[config.mk]
export PLATFORM = sky130hd
export DESIGN_NAME = mac_result_serializer
export DESIGN_NICKNAME = d
export VERILOG_FILES = /design/src/rtl/mac_result_serializer.sv
export SDC_FILE = /design/constraint.sdc
export NUM_CORES = 1
export LEC_CHECK = 0
export ABC_AREA = 1
export CORE_UTILIZATION = 46
export DETAILED_ROUTE_END_ITERATION = 8
export PLACE_DENSITY = 0.84
export SYNTH_ARGS = -nofsm -noshare
export SYNTH_HDL_FRONTEND = slang
export SYNTH_SLANG_ARGS = --single-unit
[constraint.sdc]
create_clock -name clk -period 1.55 [get_ports clk]
set_input_delay 0.2325 -clock clk [delete_from_list [all_inputs] [get_ports clk]]
set_output_delay 0.2325 -clock clk [all_outputs]
set_load 0.02 [all_outputs]
[src/rtl/mac_result_serializer.sv]
// ---------------------------------------------------------------------------
// mac_result_serializer
//
// Readout stage for the 8-bit signed MAC. On an accepted request it snapshots
// the accumulator word into a shift register and sends it MSB-first over a
// three-wire SPI-style link (cs_n, sclk, sdo). Each sclk phase lasts CLK_DIV
// clk cycles. Requests that arrive during a transfer set a sticky overrun flag.
//
// Optional feature macro: MAC_SER_PARITY_EN
//   defined   -> an even-parity bit (XOR of the captured word) follows the LSB
//   undefined -> exactly DATA_W bits per frame, no parity logic
//
// Parameters
//   DATA_W   width of the captured accumulator word
//   CLK_DIV  sclk half-period in clk cycles (1..255)
//
// Ports
//   clk       clock
//   rst_n     synchronous active-low reset
//   acc_in    accumulator value, sampled only on an accepted req
//   req       start request, level-sampled every edge
//   clr_ovr   clears the overrun flag (a simultaneous set wins)
//   cs_n      chip select, active-low
//   sclk      serial clock, idles low
//   sdo       serial data, changes on sclk falling edges
//   busy      transfer in progress
//   done      one-cycle pulse at end of transfer
//   ovr       sticky overrun: req seen while busy
//   snap_out  last captured acc_in
// ---------------------------------------------------------------------------
module mac_result_serializer #(
    parameter int DATA_W  = 24,
    parameter int CLK_DIV = 1
) (
    input  logic              clk,
    input  logic              rst_n,
    input  logic [DATA_W-1:0] acc_in,
    input  logic              req,
    input  logic              clr_ovr,
    output logic              cs_n,
    output logic              sclk,
    output logic              sdo,
    output logic              busy,
    output logic              done,
    output logic              ovr,
    output logic [DATA_W-1:0] snap_out
);

`ifdef MAC_SER_PARITY_EN
    localparam int N = DATA_W + 1;
`else
    localparam int N = DATA_W;
`endif
    localparam int BIT_W = $clog2(N);
    localparam int DIV_W = 8;
    localparam logic [DIV_W-1:0] DIV_LAST = DIV_W'(CLK_DIV - 1);
    localparam logic [BIT_W-1:0] BIT_LAST = BIT_W'(N - 1);

    typedef enum logic [2:0] {
        IDLE,
        SETUP,
        SHIFT_HI,
        SHIFT_LO,
        HOLD
    } state_t;

    state_t            state_q, state_d;
    logic [DIV_W-1:0]  div_q, div_d;
    logic [BIT_W-1:0]  bit_q, bit_d;
    logic [N-1:0]      shreg_q, shreg_d;
    logic              cs_n_q, cs_n_d;
    logic              sclk_q, sclk_d;
    logic              sdo_q, sdo_d;
    logic              busy_q, busy_d;
    logic              done_q, done_d;
    logic              ovr_q, ovr_d;
    logic [DATA_W-1:0] snap_q, snap_d;

    logic              div_last;
    logic [N-1:0]      capture;

    // Word loaded into the shift register; the frame always leaves from
    // shreg[N-1], so the parity bit simply rides in the LSB position.
`ifdef MAC_SER_PARITY_EN
    assign capture = {acc_in, ^acc_in};
`else
    assign capture = acc_in;
`endif

    assign div_last = (div_q == DIV_LAST);

    // NOTE: every _d gets a default before the case statement; any path that
    // left one unassigned would infer a latch.
    always_comb begin
        state_d = state_q;
        div_d   = (state_q == IDLE || div_last) ? '0 : div_q + DIV_W'(1);
        bit_d   = bit_q;
        shreg_d = shreg_q;
        cs_n_d  = cs_n_q;
        sclk_d  = sclk_q;
        sdo_d   = sdo_q;
        busy_d  = busy_q;
        done_d  = 1'b0;
        snap_d  = snap_q;

        // Set has priority over clear; the transfer itself ignores overruns.
        if (req && busy_q) begin
            ovr_d = 1'b1;
        end else if (clr_ovr) begin
            ovr_d = 1'b0;
        end else begin
            ovr_d = ovr_q;
        end

        case (state_q)
            IDLE: begin
                if (req) begin
                    shreg_d = capture;
                    snap_d  = acc_in;
                    cs_n_d  = 1'b0;
                    busy_d  = 1'b1;
                    sdo_d   = acc_in[DATA_W-1];
                    bit_d   = '0;
                    state_d = SETUP;
                end
            end
            SETUP: begin
                if (div_last) begin
                    sclk_d  = 1'b1;
                    state_d = SHIFT_HI;
                end
            end
            SHIFT_HI: begin
                if (div_last) begin
                    sclk_d = 1'b0;
                    if (bit_q == BIT_LAST) begin
                        sdo_d   = 1'b0;
                        state_d = HOLD;
                    end else begin
                        // The bit now in shreg[N-1] was just sampled; present
                        // the next one on this falling edge.
                        sdo_d   = shreg_q[N-2];
                        shreg_d = shreg_q << 1;
                        bit_d   = bit_q + BIT_W'(1);
                        state_d = SHIFT_LO;
                    end
                end
            end
            SHIFT_LO: begin
                if (div_last) begin
                    sclk_d  = 1'b1;
                    state_d = SHIFT_HI;
                end
            end
            HOLD: begin
                if (div_last) begin
                    cs_n_d  = 1'b1;
                    busy_d  = 1'b0;
                    done_d  = 1'b1;
                    state_d = IDLE;
                end
            end
            default: begin
                state_d = IDLE;
            end
        endcase
    end

    // NOTE: sequential state uses non-blocking assignments so every register
    // updates from the pre-edge values, independent of statement order.
    always_ff @(posedge clk) begin
        if (!rst_n) begin
            // NOTE: the shift register is reset along with the control state;
            // it is a plain flop chain, not a RAM, so the reset is cheap and
            // keeps the frame contents deterministic after an abort.
            state_q <= IDLE;
            div_q   <= '0;
            bit_q   <= '0;
            shreg_q <= '0;
            cs_n_q  <= 1'b1;
            sclk_q  <= 1'b0;
            sdo_q   <= 1'b0;
            busy_q  <= 1'b0;
            done_q  <= 1'b0;
            ovr_q   <= 1'b0;
            snap_q  <= '0;
        end else begin
            state_q <= state_d;
            div_q   <= div_d;
            bit_q   <= bit_d;
            shreg_q <= shreg_d;
            cs_n_q  <= cs_n_d;
            sclk_q  <= sclk_d;
            sdo_q   <= sdo_d;
            busy_q  <= busy_d;
            done_q  <= done_d;
            ovr_q   <= ovr_d;
            snap_q  <= snap_d;
        end
    end

    assign cs_n     = cs_n_q;
    assign sclk     = sclk_q;
    assign sdo      = sdo_q;
    assign busy     = busy_q;
    assign done     = done_q;
    assign ovr      = ovr_q;
    assign snap_out = snap_q;

endmodule

After elaboration in Yosys (flattened, before gate mapping)
Cells that the tools add are included.
Widths: inputs -> output; s select.
{"block": "word_totals", "output_inout_bits": 30, "elab_cells": 69, "inputBits": 28, "regBits": 69}
{"block": "op_classes", "addsub": 2, "n_eq_ne": 10, "reduce_logical": 17, "n_mux": 28, "bitwise": 1}
{"op": "$mux 23", "count": 3}
{"op": "$pmux 23 s2", "count": 1}
{"op": "$mux 3", "count": 5}
{"op": "$mux 5", "count": 3}
{"op": "$pmux 3 s4", "count": 1}
{"op": "$mux 1", "count": 10}
{"op": "$pmux 5 s2", "count": 1}
{"op": "$reduce_and 3->1", "count": 3}
{"op": "$add 8x1->8 const B", "count": 1}
{"op": "$logic_not 8->1", "count": 1}
{"op": "$ne 2x2->1 const B", "count": 4}
{"op": "$pmux 1 s2", "count": 4}
{"op": "$reduce_and 4->1", "count": 2}
{"op": "$reduce_bool 2->1", "count": 4}
{"op": "$eq 3x2->1 const B", "count": 2}
{"op": "$add 5x1->5 const B", "count": 1}
{"op": "$eq 5x5->1 const B", "count": 1}
{"op": "$reduce_and 2->1", "count": 2}
{"op": "$reduce_or 2->1", "count": 2}
{"op": "$eq 3x1->1 const B", "count": 1}
{"op": "$eq 3x3->1 const B", "count": 1}
{"op": "$logic_not 3->1", "count": 1}
{"op": "$ne 2x1->1 const B", "count": 1}
{"op": "$logic_and 1x1->1", "count": 1}
{"op": "2 further kinds", "count": 2}

Longest topological paths before layout
Gate-level depths: netlist of run 1.
{"block": "depth", "ltp_word": 4, "depth_mapped": 10, "mapped_depth_nobuf": 10}

Worst setup path before layout of run 1
Ideal clock, no wire load.
{"block": "synth_path", "kind": "register to register", "start": "register bit_q[0]", "end": "register bit_q[3]", "period_less_slack_ps": 1459, "required_time_ps": 1435, "n_path_buf": 1, "arrival_time_ps": 1344, "setup_ps": 115, "slack_ps": 91, "path_stages_with_launch": 10, "cell_sequence": "dfxtp_1 > ha_1 > nand2_1 > inv_1 > nand2_1 > nor2_1 > inv_2 > buf_2 > a21oi_1 > nor2_1"}
{"block": "synth_between", "elab_chain_len": 4, "word_cells_on_any_way": 7, "classes_between": "1 x add/sub; 2 x eq/ne; 3 x mux; 1 x reduce/logical"}
{"item": "start: declaration", "line": "69", "rtl": "logic [BIT_W-1:0] bit_q, bit_d;"}
{"item": "start signal: assignment", "line": "190", "rtl": "bit_q <= bit_d;"}
{"item": "$add 5x1->5", "line": "144", "rtl": "bit_d = bit_q + BIT_W'(1);"}
{"item": "$mux 5", "line": "136", "rtl": "if (bit_q == BIT_LAST) begin"}
{"item": "$mux 5", "line": "134", "rtl": "if (div_last) begin"}
{"item": "$pmux 5 s2", "line": "115", "rtl": "case (state_q)"}
Parallel ways exist; a longest one is shown, timed or not. The select of a mux whose other input is x is not followed.
A chain may end at the register's enable or synchronous reset.

Final worst setup path of run 1
{"block": "layout_path", "start": "register state_q[0]", "end": "register shreg_q[21]"}
{"block": "layout_between", "elab_chain_len": 3, "word_cells_on_any_way": 8, "classes_between": "4 x eq/ne; 1 x mux; 3 x reduce/logical"}
{"item": "start: declaration", "line": "67", "rtl": "state_t state_q, state_d;"}
{"item": "start signal: assignment", "line": "188", "rtl": "state_q <= state_d;"}
{"item": "$eq 3x2->1 / $logic_not 3->1 (equally long branches)", "line": "115"}
{"item": "$ne 2x2->1 (no source line) / $reduce_bool 2->1 (equally long branches)"}
{"item": "$reduce_and 4->1 (no source line)"}
{"item": "end signal: assignment", "line": "191", "rtl": "shreg_q <= shreg_d;"}
{"item": "end: declaration", "line": "70", "rtl": "logic [N-1:0] shreg_q, shreg_d;"}
Parallel ways exist; a longest one is shown, timed or not.

==> results of run 1 <==
==> what timing repair did <==
item / in CTS / in global routing
setup endpoints to repair: 28 / 61
gates resized for setup: 5 / 65
setup buffers: 0 / 2
cloned: 1 / 5
pin swaps: 2 / 19
==> state kept, by name, indices dropped and copies added, names as in the netlist <==
register  cells
snap_out     24
shreg_q      23
div_q         8
bit_q         5
state_q       3
busy          1
cs_n          1
done          1
ovr           1
sclk          1
sdo           1
==> cells by family (layout without fill, tap and decap cells) <==
group,Yosys count,in the layout,share of synthesized area [%]
DFF,69,69,45.51
and+or+nand+nor,252,255,34.58
AOI/OAI and AO/OA,67,67,11.34
adders and majority gates,3,3,1.237
xor gates and xnor gates,1,1,0.2886
buffers and inverters,47,124,7.048
==> routing by layer <==
metal | part of all wire, % | vias up | GRT usage, % | wire [µm]
met5 | 0 | - | 0 | 0
li1 | - | 1562 | - | -
met1 | 39 | 1510 | 26.07 | 3556
met3 | 7.1 | 31 | 5.368 | 639
met2 | 51 | 176 | 38.97 | 4550
met4 | 2.9 | 0 | 10.97 | 262
==> worst reg2reg max path, cell delays in order, from the launching register on <==
cell and delay, ns:
dfxtp_2 0.35, nor2_4 0.14, nand2_2 0.12, or2_4 0.34
buf_4 0.17, nand3_4 0.12, nand2_1 0.08, a21oi_1 0.14
==> worst max-delay path by stage <==
stage                            start                       end  slack (ns)
3_5_place_dp     bit_q[0]$_SDFFE_PN0P_  shreg_q[18]$_SDFFE_PN0P_       -0.07
6_report       state_q[0]$_SDFFE_PN0P_  shreg_q[21]$_SDFFE_PN0P_        0.01
5_1_grt          bit_q[0]$_SDFFE_PN0P_  shreg_q[14]$_SDFFE_PN0P_       -0.06
3_3_place_gp     bit_q[0]$_SDFFE_PN0P_  shreg_q[16]$_SDFFE_PN0P_       -0.01
2_1_floorplan    bit_q[0]$_SDFFE_PN0P_     bit_q[3]$_SDFFE_PN0P_        0.09
4_1_cts               sdo$_SDFFE_PN0P_                       sdo      0.0009
==> Yosys cell counts <==
master	instances	area share (%)
buf_6	3	1.1
clkbuf_1	6	0.74
nand2_2	3	0.62
a21oi_2	2	0.58
nand2_1	172	21
o21ai_0	6	0.99
inv_2	2	0.25
dfxtp_1	69	46
ha_1	3	1.2
nand3_1	43	7.1
a31oi_1	1	0.21
nor3_1	3	0.49
xor2_1	1	0.29
buf_2	12	2.0
or2_1	1	0.21
nor2_1	24	3.0
a21oi_1	58	9.6
nand4_1	3	0.62
nand3_4	1	0.58
nor2_4	2	0.74
buf_1	1	0.12
inv_1	23	2.8
==> area by class of cell <==
class	instances	area, µm²	share of cell area [%]
clock inverter	4	70.07	1.625
multi-input combinational	326	1604	37.20
tap	77	96.34	2.234
clock buffer	12	155.1	3.598
inverter	25	98.84	2.293
sequential	69	1386	32.15
timing repair buffer	83	900.9	20.89
==> power by group <==
part | internal [mW] | leakage (nW) | total (mW) | switching [mW]
combinational | 0.519 | 1.48 | 1.23 | 0.707
clock | 0.989 | 0.116 | 1.67 | 0.684
sequential | 1.92 | 0.565 | 2.01 | 0.0939
==> layout by cell type, fill, tap and decap left out, types with 9 or more instances in the layout <==
master,n
nand2_1,159
dfxtp_1,65
a21oi_1,51
nand3_1,41
clkdlybuf4s50_1,35
nor2_1,21
dlymetal6s2s_1,21
inv_1,19
buf_4,18
nand2_2,12
clkbuf_8,11
a21oi_2,9
==> qor.yml, run 1 <==
peakVddDrop_v: 0.0008141
htreeDepth: 3
num_rows: 29
core_area_um2: 6350
required_ns: 1.84
rr_worst_depth: 7
worst_slack_ns: 0.01451
synthDistinctLibCells: 22
holdBufCountCts: 0
leakagePower_nw: 2.157
groute.usage.overall_pct: 22.55
area_growth_pct: 42.04
yosys_register_bits: 69
clock_path_buffers: 2
min_period_ns: 1.535
cts_buffers: 9
tightest_slew_ns: 0.3153
syn_area_um2: 3035
yosysWarnings: 0
finalWirelength_um: 9008
maxSlewViolCount: 0
rrSetupSlack_ns: 0.01
cp-start-kind: "flop"
hold_slack_ns: 0.4528
holdCritStartpoint: "acc_in[9]"
avgViaCountPerCell: 5.502
crit_chain: "nor2_4 > nand2_2 > or2_4 > buf_4 > nand3_4 > nand2_1 > a21oi_1"
max_stage_delay_ns: 0.35
drv_cap: 0
ys_seq_area_share_pct: 45.51
first_iter_violations: 351
cts_tree: "built"
grt_pass1_vias: 2800
cp_data_arrival_time_ns: 1.82
rsz0062_at_grt: "yes"
clk_pin_slew_ns: 0.07
worstReg2RegStart: "state_q[0]$_SDFFE_PN0P_"
cts.sinks: 69
dp_hpwl_um: 5089
synth_nets: 470
fin_skew_ns: 0.01105
end_kind: "flop"
fillers: 450
crit_buf_inv: 1
n_antenna_cell: 0
die-area_um2: 6927
gp_congestion: 0.7928
grt_overflow: 0
cp_top_family: "simple AND/OR/NAND/NOR gates"
p_per_area_nw_per_um2: 1140
fin_util_pct: 67.90
placed_cell_area_um2: 3777
numPortBuffers: 57
hold_depth: 3
grt_antenna_before_repair: 0
grt_max_degree: 32
fin_area_um2: 4312
hold_class: "input port to flop"
synthCells: 439
final_cells: 596
io_pins: 58
min_to: "snap_out[9]$_SDFFE_PN0P_"
worstPathMaxFanout: 6
fin_tns_setup_ns: 0
syn_avg_cell_area_um2: 6.914
routedWlPerCell_um: 15.11
grt_pass1_wl_um: 12550
pre_cts_slack_ns: -0.07417
die_h_um: 83.23
setup_viol: 0
finalCritPeriodShare_pct: 99.06
drtPass1Iterations: 6
max_clock_freq_mhz: 651.3
place_inst: 572
cts_root_buffer: "clkbuf_8"
finalNetCount: 545
critPathKind: "flop to flop"
cpMaxStageDelayCell: "dfxtp_2"
vias: 3279
relSlewSlack_pct: 78.92
worstSkewPairLatency_ns: 0.36
drive_gt1_share_pct: 17.15
power_mw: 4.914
r2r_end: "shreg_q[21]$_SDFFE_PN0P_"
crit_cells: 7
dieWidth_um: 83.23
status: "completed"
start_util_pct: 47.80
drc: 0
final_hold_viol_count: 0
ant_nets: 0
No activity file was read; power rests on OpenSTA's default activity.
==> run 2: changes to the inputs <==
- CORE_UTILIZATION: 46 -> 48
- CTS_BUF_LIST: default -> sky130_fd_sc_hd__clkbuf_8
- PLACE_DENSITY: 0.84 -> 0.87
- REMOVE_ABC_BUFFERS: default -> 1
==> run 2 against run 1 <==
  * The run now ends with setup timing left
  * First-iteration DRC count is 18% lower
  * Die area shrank 4.1%
  * Sequential power barely moved
  * Clock power up 8%
  * Count of clock-buffer cells in the layout shrank 2
  * Critical endpoint is now bit_q[1]$_SDFFE_PN0P_
  * Largest power group unchanged
==> qor.yml, run 2 (synthesized netlist as in run 1, its figures left out) <==
grt_antenna_before_repair: 0  # unchanged
rr_worst_depth: 9  # +2
grt_pass1_wl_um: 12480  # -0.55%
cts_buffers: 9  # unchanged
grt_overflow: 0  # unchanged
cts_root_buffer: "clkbuf_8"
hold_class: "flop to flop"
peakVddDrop_v: 0.0008266  # +1.5%
final_cells: 594  # -0.34%
final_hold_viol_count: 0  # unchanged
seqCellArea_um2: 1383  # -0.27%
drv_cap: 0  # unchanged
ant_nets: 0  # unchanged
min_to: "cs_n$_SDFFE_PN1P_"
finalWirelength_um: 9037  # +0.32%
clk_pin_slew_ns: 0.07  # about the same
pwr-share-clk_pct: 36.0  # +2.0 points
multi_input_area_um2: 1613  # +0.55%
cts_tree: "built"
drc: 0  # unchanged
p_int_mw: 3.540  # +3.2%
dp_hpwl_um: 4857  # -4.6%
cts.sinks: 69  # unchanged
cp-start-kind: "flop"
avgViaCountPerCell: 5.488  # -0.24%
groute.usage.overall_pct: 24.54  # +2.0 points
fin_skew_ns: 0.007325  # -0.003726 ns
area_growth_pct: 43.24
p_seq_share_pct: 39.9  # -1.1 points
maxSlewViolCount: 0  # unchanged
layout_commonest_cell: "nand2_1"
gp_congestion: 0.8766  # +11%
cpMaxStageDelayCell: "dfxtp_1"
die_h_um: 81.52  # -2.1%
rsz0062_at_grt: "yes"
drive_gt1_share_pct: 16.76  # -0.39 points
status: "complete, but fails checks"
grt_max_degree: 39  # +22%
fin_util_pct: 72.16  # +4.3 points
fin_area_um2: 4348  # +0.84%
leakagePower_nw: 2.273  # +5.4%
hold_depth: 2  # -1
worstSkewPairLatency_ns: 0.35  # about the same
p_per_area_nw_per_um2: 1158  # +1.6%
first_iter_violations: 287  # -18%
num_rows: 28  # -3.4%
max_clock_freq_mhz: 638.9  # -1.9%
violations: "setup timing"
cp_data_arrival_time_ns: 1.80  # -0.02 ns
finalNetCount: 545  # unchanged
numPortBuffers: 57  # unchanged
placed_cell_area_um2: 3775  # about the same
rrSetupSlack_ns: -0.02  # -0.03 ns
die-area_um2: 6646  # -4.1%
place_inst: 570  # -0.35%
routedWlPerCell_um: 15.21  # +0.66%
vias: 3260  # -0.58%
crit_chain: "ha_1 > nand2_1 > inv_2 > nand2_4 > nand2_2 > nand2_4 > nand3_4 > nand2_1 > a21oi_1"
hold_slack_ns: 0.4603  # +0.007499 ns
netSwitchingPower_mw: 1.493  # +0.54%
dieWidth_um: 81.52  # -2.1%
r2r_end: "bit_q[1]$_SDFFE_PN0P_"
end_kind: "flop"
clock_path_buffers: 2  # unchanged
setup_viol: 1  # +1
mostFrequentLayoutCells: "161 x nand2_1, 68 x dfxtp_1, 50 x a21oi_1, 39 x nand3_1, 29 x clkdlybuf4s50_1"
io_pins: 58  # unchanged
drtPass1Iterations: 6  # unchanged
fillers: 435  # -3.3%
start_util_pct: 50.37  # +2.6 points
critPathKind: "flop to flop"
worstReg2RegStart: "bit_q[0]$_SDFFE_PN0P_"
finalCritPeriodShare_pct: 101.0  # +1.9 points
min_period_ns: 1.565  # +0.02965 ns
largest_reg_flops: 24  # unchanged
comb_power_share_pct: 24.1  # -0.9 points
worstPathMaxFanout: 7  # +1
grt_pass1_vias: 2874  # +2.6%
htreeDepth: 3  # unchanged
max_stage_delay_ns: 0.32  # -0.03 ns
tightest_slew_ns: 0.3736  # +0.05833 ns
core_area_um2: 6026  # -5.1%
worst_slack_ns: -0.01513  # -0.02965 ns
switching_share_pct: 29.67  # -0.56 points
pre_cts_slack_ns: -0.07907  # -0.004908 ns
relSlewSlack_pct: 74.90  # -4.0 points
n_antenna_cell: 0  # unchanged
required_ns: 1.78  # -0.06 ns
holdCritStartpoint: "cs_n$_SDFFE_PN1P_"
## run 2: changes by cell type in the layout (fill, tap and decap cells not counted), sizes merged
cell and delta:
clkinv -1, clkinvlp +2, clkdlybuf4s50 -6, dlymetal6s2s +6
bufinv +1, clkbuf -2
## run 2: timing repair
item                       CTS  global route
hold buffers                 0             0
gates resized for setup      2            69
setup endpoints to repair   28            61
buffers inserted             0             2
pin swaps                    1            20
gates cloned                 0             6
## run 2: stage by stage
stage,power [mW],TNS [ns]
after floorplan,2.587,-8.518
after global placement,3.012,-0.03312
after detailed placement,3.039,-0.8745
after CTS,4.830,-0.07858
after global routing,5.242,-0.9766
final,5.034,-0.01513
## run 2: layout make-up
type | instances | area share, %
Clock buffer | 10 | 3.165
Tap cell | 75 | 2.158
Clock inverter | 6 | 2.532
Sequential cell | 69 | 31.80
Timing Repair Buffer | 83 | 20.98
Multi-Input combinational cell | 326 | 37.09
Inverter | 25 | 2.273
## run 2: routing by layer
| layer | GRT usage (%) | wire, µm |
|---|---|---|
| met1 | 30.02 | 3610 |
| met4 | 11.07 | 231 |
| met3 | 6.889 | 629 |
| met2 | 39.92 | 4566 |
| met5 | 0 | 0 |
## run 2: how the worst max path moves through the flow
stage	startpoint	slack, ns	endpoint
2_1_floorplan	state_q[0]$_SDFFE_PN0P_	-0.33	shreg_q[16]$_SDFFE_PN0P_
3_3_place_gp	req	-0.01	shreg_q[16]$_SDFFE_PN0P_
3_5_place_dp	req	-0.08	shreg_q[20]$_SDFFE_PN0P_
4_1_cts	bit_q[0]$_SDFFE_PN0P_	-0.02	shreg_q[5]$_SDFFE_PN0P_
5_1_grt	div_q[0]$_SDFF_PP0_	-0.13	div_q[6]$_SDFF_PP0_
6_report	bit_q[0]$_SDFFE_PN0P_	-0.02	bit_q[1]$_SDFFE_PN0P_
## run 2: power by group through the flow
| stage | registers, mW | logic, mW | clock network [mW] |
|---|---|---|---|
| 4_1_cts | 2.01 | 1.01 | 1.82 |
| 5_1_grt | 2.02 | 1.30 | 1.91 |
| 6_report | 2.01 | 1.21 | 1.81 |
| 3_3_place_gp | 2.04 | 0.974 | 0 |
| 3_5_place_dp | 2.04 | 0.995 | 0 |
| 2_1_floorplan | 2.11 | 0.476 | 0 |
## run 2: critical path, delay by kind of cell (launching register included)
family,cells,cell delay (ns)
flip-flops,1,0.32
AO/OA/AOI/OAI,1,0.09
adder cells (fa/ha/maj),1,0.22
AND/OR/NAND/NOR,6,0.74
buffers and inverters,1,0.07
